### config.mk
export PLATFORM = sky130hd
export DESIGN_NAME = avalon_st_fifo
export DESIGN_NICKNAME = d
export VERILOG_FILES = /design/src/rtl/avalon_st_fifo.sv
export SDC_FILE = /design/constraint.sdc
export NUM_CORES = 1
export LEC_CHECK = 0
export CAP_MARGIN = 20
export CORE_MARGIN = 8
export CORE_UTILIZATION = 35
export DETAILED_ROUTE_END_ITERATION = 6
export GPL_TIMING_DRIVEN = 0
export SYNTH_ARGS = -nofsm -noshare
export SYNTH_HDL_FRONTEND = slang
export SYNTH_SLANG_ARGS = --single-unit
### constraint.sdc
create_clock -name clk_i -period 4.5 [get_ports clk_i]
set_input_delay 0.9 -clock clk_i [delete_from_list [all_inputs] [get_ports clk_i]]
set_output_delay 0.9 -clock clk_i [all_outputs]
set_load 0.05 [all_outputs]
### src/rtl/avalon_st_fifo.sv
// avalon_st_fifo
//   Avalon-ST FIFO between a producer and a consumer. Carries the packet sideband
//   (sop/eop/empty) with each beat. The sink side hands out credit-style ready with a
//   configurable ready latency. The source side is show-ahead with ready latency 0.
//   A sticky overflow flag records any beat that arrives without a matching grant.
//
// Ports
//   clk_i           clock, all state on the rising edge
//   rst_ni          asynchronous active-low reset
//   snk_data_i      sink data, WIDTH bits
//   snk_valid_i     sink valid
//   snk_sop_i       sink start of packet
//   snk_eop_i       sink end of packet
//   snk_empty_i     empty symbols in the eop beat
//   snk_ready_o     sink ready (credit grant), driven from registers only
//   src_data_o      head entry data
//   src_valid_o     FIFO not empty
//   src_sop_o       head entry sop
//   src_eop_o       head entry eop
//   src_empty_o     head entry empty
//   src_ready_i     consumer ready, latency 0
//   fill_o          number of stored entries
//   almost_full_o   fill_o >= ALMOST_FULL_TH
//   almost_empty_o  fill_o <= ALMOST_EMPTY_TH
//   overflow_o      sticky, set by a beat that arrived without a grant

module avalon_st_fifo #(
    parameter int unsigned DATABITS_PER_SYMBOL = 8,
    parameter int unsigned SYMBOLS_PER_BEAT    = 4,
    parameter int unsigned EMPTY_W             = 2,
    parameter int unsigned DEPTH               = 4,
    parameter int unsigned READY_LATENCY       = 2,
    parameter int unsigned ALMOST_FULL_TH      = 12,
    parameter int unsigned ALMOST_EMPTY_TH     = 2,
    localparam int unsigned WIDTH              = DATABITS_PER_SYMBOL * SYMBOLS_PER_BEAT
) (
    input  logic               clk_i,
    input  logic               rst_ni,
    input  logic [WIDTH-1:0]   snk_data_i,
    input  logic               snk_valid_i,
    input  logic               snk_sop_i,
    input  logic               snk_eop_i,
    input  logic [EMPTY_W-1:0] snk_empty_i,
    output logic               snk_ready_o,
    output logic [WIDTH-1:0]   src_data_o,
    output logic               src_valid_o,
    output logic               src_sop_o,
    output logic               src_eop_o,
    output logic [EMPTY_W-1:0] src_empty_o,
    input  logic               src_ready_i,
    output logic [DEPTH:0]     fill_o,
    output logic               almost_full_o,
    output logic               almost_empty_o,
    output logic               overflow_o
);

    localparam int unsigned ENTRIES = 2 ** DEPTH;
    localparam int unsigned PW      = DEPTH + 1;
    // Grant history is at least one bit wide so READY_LATENCY=0 still elaborates.
    localparam int unsigned HW      = (READY_LATENCY == 0) ? 1 : READY_LATENCY;
    localparam int unsigned EW      = WIDTH + 2 + EMPTY_W;

    localparam logic [DEPTH:0] ENTRIES_P = PW'(ENTRIES);
    localparam logic [DEPTH:0] RL_P      = PW'(READY_LATENCY);
    localparam logic [DEPTH:0] AF_P      = PW'(ALMOST_FULL_TH);
    localparam logic [DEPTH:0] AE_P      = PW'(ALMOST_EMPTY_TH);

    logic [DEPTH:0]  wr_ptr_q, wr_ptr_d;
    logic [DEPTH:0]  rd_ptr_q, rd_ptr_d;
    logic [DEPTH:0]  fill;
    logic            run_q;
    logic [HW-1:0]   grant_hist_q, grant_hist_d;
    logic            overflow_q, overflow_d;
    logic [EW-1:0]   mem_q [ENTRIES];

    logic            full;
    logic            empty;
    logic            granted;
    logic            push;
    logic            pop;

    // Pointers carry one extra bit so full and empty are distinguishable.
    assign fill  = wr_ptr_q - rd_ptr_q;
    assign empty = (wr_ptr_q == rd_ptr_q);
    assign full  = (wr_ptr_q[DEPTH-1:0] == rd_ptr_q[DEPTH-1:0]) &&
                   (wr_ptr_q[DEPTH] != rd_ptr_q[DEPTH]);

    // Only grant while there is room for this beat plus every beat still in flight.
    assign snk_ready_o = run_q && ((ENTRIES_P - fill) > RL_P);

    // The grant that covers the current cycle was issued READY_LATENCY cycles ago.
    if (READY_LATENCY == 0) begin : g_rl0
        assign granted = snk_ready_o;
    end else begin : g_rln
        assign granted = grant_hist_q[READY_LATENCY-1];
    end

    always_comb begin
        grant_hist_d    = '0;
        grant_hist_d[0] = snk_ready_o;
        for (int i = 1; i < HW; i++) begin
            grant_hist_d[i] = grant_hist_q[i-1];
        end
    end

    // The full guard never trips while the producer honours grants.
    assign push = snk_valid_i && granted && !full;
    assign pop  = !empty && src_ready_i;

    assign wr_ptr_d   = wr_ptr_q + {{DEPTH{1'b0}}, push};
    assign rd_ptr_d   = rd_ptr_q + {{DEPTH{1'b0}}, pop};
    assign overflow_d = overflow_q || (snk_valid_i && !push);

    always_ff @(posedge clk_i or negedge rst_ni) begin
        if (!rst_ni) begin
            wr_ptr_q     <= '0;
            rd_ptr_q     <= '0;
            run_q        <= 1'b0;
            grant_hist_q <= '0;
            overflow_q   <= 1'b0;
        end else begin
            wr_ptr_q     <= wr_ptr_d;
            rd_ptr_q     <= rd_ptr_d;
            run_q        <= 1'b1;
            grant_hist_q <= grant_hist_d;
            overflow_q   <= overflow_d;
        end
    end

    // Storage has no reset; head fields are don't-care while src_valid_o is low.
    always_ff @(posedge clk_i) begin
        if (push) begin
            mem_q[wr_ptr_q[DEPTH-1:0]] <= {snk_data_i, snk_sop_i, snk_eop_i, snk_empty_i};
        end
    end

    assign {src_data_o, src_sop_o, src_eop_o, src_empty_o} = mem_q[rd_ptr_q[DEPTH-1:0]];
    assign src_valid_o    = !empty;

    assign fill_o         = fill;
    assign almost_full_o  = (fill >= AF_P);
    assign almost_empty_o = (fill <= AE_P);
    assign overflow_o     = overflow_q;

endmodule

Word-level counts from Yosys, hierarchy flattened
Memories as Yosys holds them, arrays and structs flattened.
Cells that the tools add are included.
W data, S select, Z words.
{"block": "totals", "mem_bits_rw": 576, "n_memories": 1, "ff_bits": 14, "word_cells": 28, "out_inout_bits": 46}
{"memory": "mem_q", "words": 16, "word_bits": 36, "rd": 1, "rd_ports_with_merged_regs": 0, "wr": 1, "line_no": "74", "rtl": "logic [EW-1:0] mem_q [ENTRIES];"}
{"block": "op_classes", "n_reduce_logical": 10, "mux": 2, "add_sub_neg": 4, "order_cmp": 3, "n_eq_ne": 3}
{"cell": "$add A5 B1 Y5", "n": 2}
{"cell": "$logic_and A1 B1 Y1", "n": 6}
{"cell": "$eq A5 B5 Y1", "n": 1}
{"cell": "$ge A5 B4 Y1 const B", "n": 1}
{"cell": "$gt A5 B2 Y1 const B", "n": 1}
{"cell": "$le A5 B2 Y1 const B", "n": 1}
{"cell": "$sub A5 B5 Y5", "n": 1}
{"cell": "$sub A5 B5 Y5 const A", "n": 1}
{"cell": "$eq A4 B4 Y1", "n": 1}
{"cell": "$logic_not A1 Y1", "n": 3}
{"cell": "$mux W1", "n": 2}
{"cell": "$logic_or A1 B1 Y1", "n": 1}
{"cell": "$ne A1 B1 Y1", "n": 1}

Logic depth before layout (Yosys ltp)
{"block": "depth", "depth_word": 7, "depth_mapped": 12, "depth_no_buf": 9}

Least setup slack after synthesis
No wires, ideal clock.
{"block": "synth_timing", "kind": "flip-flop to flip-flop", "start": "register rd_ptr_q[3]", "end": "memory mem_q[12][0] (netlist name) (enable)", "slack_ns": -0.292, "required_ns": 4.026, "t_arrival_ns": 4.318, "path_stages_with_launch": 11, "setup_time_ns": 0.474, "path_cell_list": "dfrtp_1 > inv_2 > clkbuf_1 > ha_1 > buf_4 > and4_4 > nand2_2 > and3_1 > buf_4 > nand3_1 > nor3_1"}
{"block": "synth_via", "elab_chain_cells": 6}
{"item": "start, declared", "line_no": "69", "rtl": "logic [DEPTH:0] rd_ptr_q, rd_ptr_d;"}
{"item": "start signal, assigned", "line_no": "123", "rtl": "rd_ptr_q <= rd_ptr_d;"}
{"item": "$eq A4 B4 Y1", "line_no": "85", "rtl": "assign full = (wr_ptr_q[DEPTH-1:0] == rd_ptr_q[DEPTH-1:0]) &&"}
{"item": "$logic_and A1 B1 Y1", "line_no": "85"}
{"item": "$logic_not A1 Y1", "line_no": "107", "rtl": "assign push = snk_valid_i && granted && !full;"}
{"item": "$logic_and A1 B1 Y1", "line_no": "107"}
{"item": "$mux W1", "line_no": "132", "rtl": "if (push) begin"}
{"item": "$mux W1 (not written as such)", "line_no": "133", "rtl": "mem_q[wr_ptr_q[DEPTH-1:0]] <= {snk_data_i, snk_sop_i, snk_eop_i, snk_empty_i};"}
{"item": "end, declared", "line_no": "74"}
Every way passes these cells.

Final worst setup path
{"block": "layout_timing", "start": "register rd_ptr_q[1]", "end": "output src_data_o[19]"}
{"block": "layout_via", "elab_chain_cells": 1}
{"item": "$mem_v2 Z16 W36"}
{"item": "end, declared", "line_no": "45", "rtl": "output logic [WIDTH-1:0] src_data_o,"}
Every way passes these cells.

==> qor.csv <==
metric,value,unit
status,completed,
clock_skew,0.0143,ns
core-area,0.0654,mm2
gp_congestion,0.737,
cts_made_buffers,57,
synth.largest_area_cell,edfxtp_1,
cp-start-kind,register,
async_flop_share,0.0237,
synth-edff-count,576,
clock_path_buffers,3,
crit_type,reg -> out,
synthDistinctLibCells,51,
end_kind,output port,
die-area,0.0742,mm2
fp-row-count,94,
drc_errors,0,
cp.arrival,3.46,ns
grt_pass1_wl,80000,um
syn_area,0.0230,mm2
design_area,0.0276,mm2
n_antenna_cell,0,
syn_avg_cell_area,20.2,um2
portBuffers,85,
initial_utilization,0.352,
fp.dieW,272,um
ant_nets,0,
grt_setup_unrepaired,yes,
cts_tree,built,
wl_per_cell,24.5,um
clk_pin_slew,0.06,ns
relSlewSlack,0.417,
worst_slack,0.144,ns
synth_warnings,0,
crit_chain,"buf_2, nor2_2, clkbuf_2, a221oi_1, o21ai_0, nand2_1, clkdlybuf4s50_1",
total_power,19200,uW
max_freq,230,MHz
timing.rr.start,rd_ptr_q[3],
die_y,272,um
synth_cells,1141,
yosysSeqAreaShare,0.767,
wirelength,54400,um
vias,11600,
finalHoldViolCount,0,
cts.sinks,590,
finalMaxSlewViolations,0,
fin_nets,1363,
worstSkewPairLatency,0.61,ns
crit_start,rd_ptr_q[1],
ys_ff_latch,590,
multi_input_area,0.00509,mm2
worstMarginPinSlew,0.872,ns
hold_start,grant_hist_q[0],
areaGrowthSynthToFinish,20.1,%
period_needed,4.36,ns
grt_pass1_vias,11800,
synthTopCellsByCount,"edfxtp_1 (576), mux2i_1 (144), mux4_2 (72)",
setup_viol,0,
drive_gt1_frac,0.200,
worstHoldPathType,reg -> reg,
synth_area_leaders,"edfxtp_1 (75%), mux4_2 (7.1%), mux2i_1 (6.3%), a221oi_1 (2.6%), dfrtp_1 (1.5%)",
slowest_delay,0.83,ns
critPathMaxFanout,10,
gr-total-overflow,0,
cp.required,3.60,ns
seqCellArea,0.0176,mm2
dpl_cell_area,0.0257,mm2
peakVddDrop,0.456,mV
drt_iter0_drc,856,
antenna_found_initial,2,
synth_top_area_frac,0.752,
grt.total_usage,0.144,
finalCritPeriodShare,0.968,
yosys_most_used_dff,edfxtp_1,
post-dp-hpwl,35600,um
slowest_stage,clkdlybuf4s50_1,
grt_max_degree,24,
synth.most_common_cell,edfxtp_1,
finalHoldWorstSlack,0.366,ns
h-tree-depth,2,
syn_nets,1192,
power_leakage,0.00931,uW
maxCapViolCount,0,
drt_first_pass_iters,5,
n_fill_cell,5730,
viasPerCell,5.20,
ios,86,
place_ws,-0.214,ns
root_buffer,clkbuf_16,
power_density,694,mW/mm2
==> final timing paths <==
check                             endpoint  slack (ns)  depth (start not counted)
max in group asynchronous      wr_ptr_q[0]        3.30                          1
min in group asynchronous  grant_hist_q[0]        0.72                          1
hold reg to reg            grant_hist_q[1]        0.37                          0
hold / removal             grant_hist_q[1]        0.37                          0
setup / recovery            src_data_o[19]        0.14                          7
setup reg to reg             mem_q[11][26]        0.78                         11
==> repair_timing <==
| item | 4_1_cts | 5_1_grt |
|---|---|---|
| setup buffers | 0 | 1 |
| pin swaps | 0 | 0 |
| hold buffers | 0 | 0 |
| hold endpoints to repair | 0 | 0 |
| setup endpoints to repair | 40 | 31 |
| resized for setup | 30 | 42 |
==> layout make-up <==
type,instances,area share
tap,864,0.0392
inverter,9,0.00122
timing repair buffer,112,0.0559
buffer,61,0.0143
multi-input combinational,481,0.184
clock inverter,28,0.0101
sequential,590,0.639
clock buffer,77,0.0558
==> power breakdown <==
group / switching (uW) / leakage, uW / internal (uW)
combinational: 5140 / 0.00306 / 2830
clock: 1970 / 0.000893 / 2690
sequential: 120 / 0.00535 / 6410
total: 7220 / 0.00931 / 11900
==> critical path, delay by kind of cell, from the launching register on <==
kind | cells | cell delay [ns]
DFF | 1 | 0.44
and+or+nand+nor | 2 | 0.37
AOI/OAI and AO/OA | 2 | 0.57
buffers and inverters | 3 | 1.46
==> cells in the final DEF (no fill, tap or decap), types with 22 or more instances in the layout <==
cell type          n
a221oi_1          66
mux4_2            72
mux2i_1          144
nand2_1           44
clkbuf_16         57
edfxtp_1         576
clkbuf_1          24
dlymetal6s2s_1    22
clkdlybuf4s50_1   57
o21ai_0           35
a22oi_1           35
==> state kept, by name (all words and copies together), names as in the netlist <==
| signal | flops |
|---|---|
| wr_ptr_q | 5 |
| overflow_o | 1 |
| mem_q | 576 |
| grant_hist_q | 2 |
| run_q | 1 |
| rd_ptr_q | 5 |
==> kinds of logic after synthesis <==
group,after synthesis,synth area share
flops,590,0.767
mux,218,0.134
compound gates,154,0.0522
simple gates,87,0.0178
buf+inv,70,0.0175
fa+ha+maj,11,0.00631
xor+xnor,10,0.00462
other cells,1,0.000163
==> routing by layer <==
| metal | routed length, um | GRT usage | vias to the layer above |
|---|---|---|---|
| met3 | 2440 | 0.0229 | 90 |
| met5 | 15 | 0 | - |
| met2 | 27400 | 0.245 | 303 |
| li1 | - | - | 5093 |
| met1 | 23300 | 0.190 | 6064 |
| met4 | 1290 | 0.0441 | 2 |
==> through the flow <==
stage               cells  TNS (ns)   util
global placement     2090  -1022.60  0.381
finish               2222         0  0.422
CTS                  2221         0  0.421
global route         2222  -0.00742  0.422
detailed placement   2116    -0.239  0.393
floorplan            1141         0      -
No activity file was read; power rests on OpenSTA's default activity.
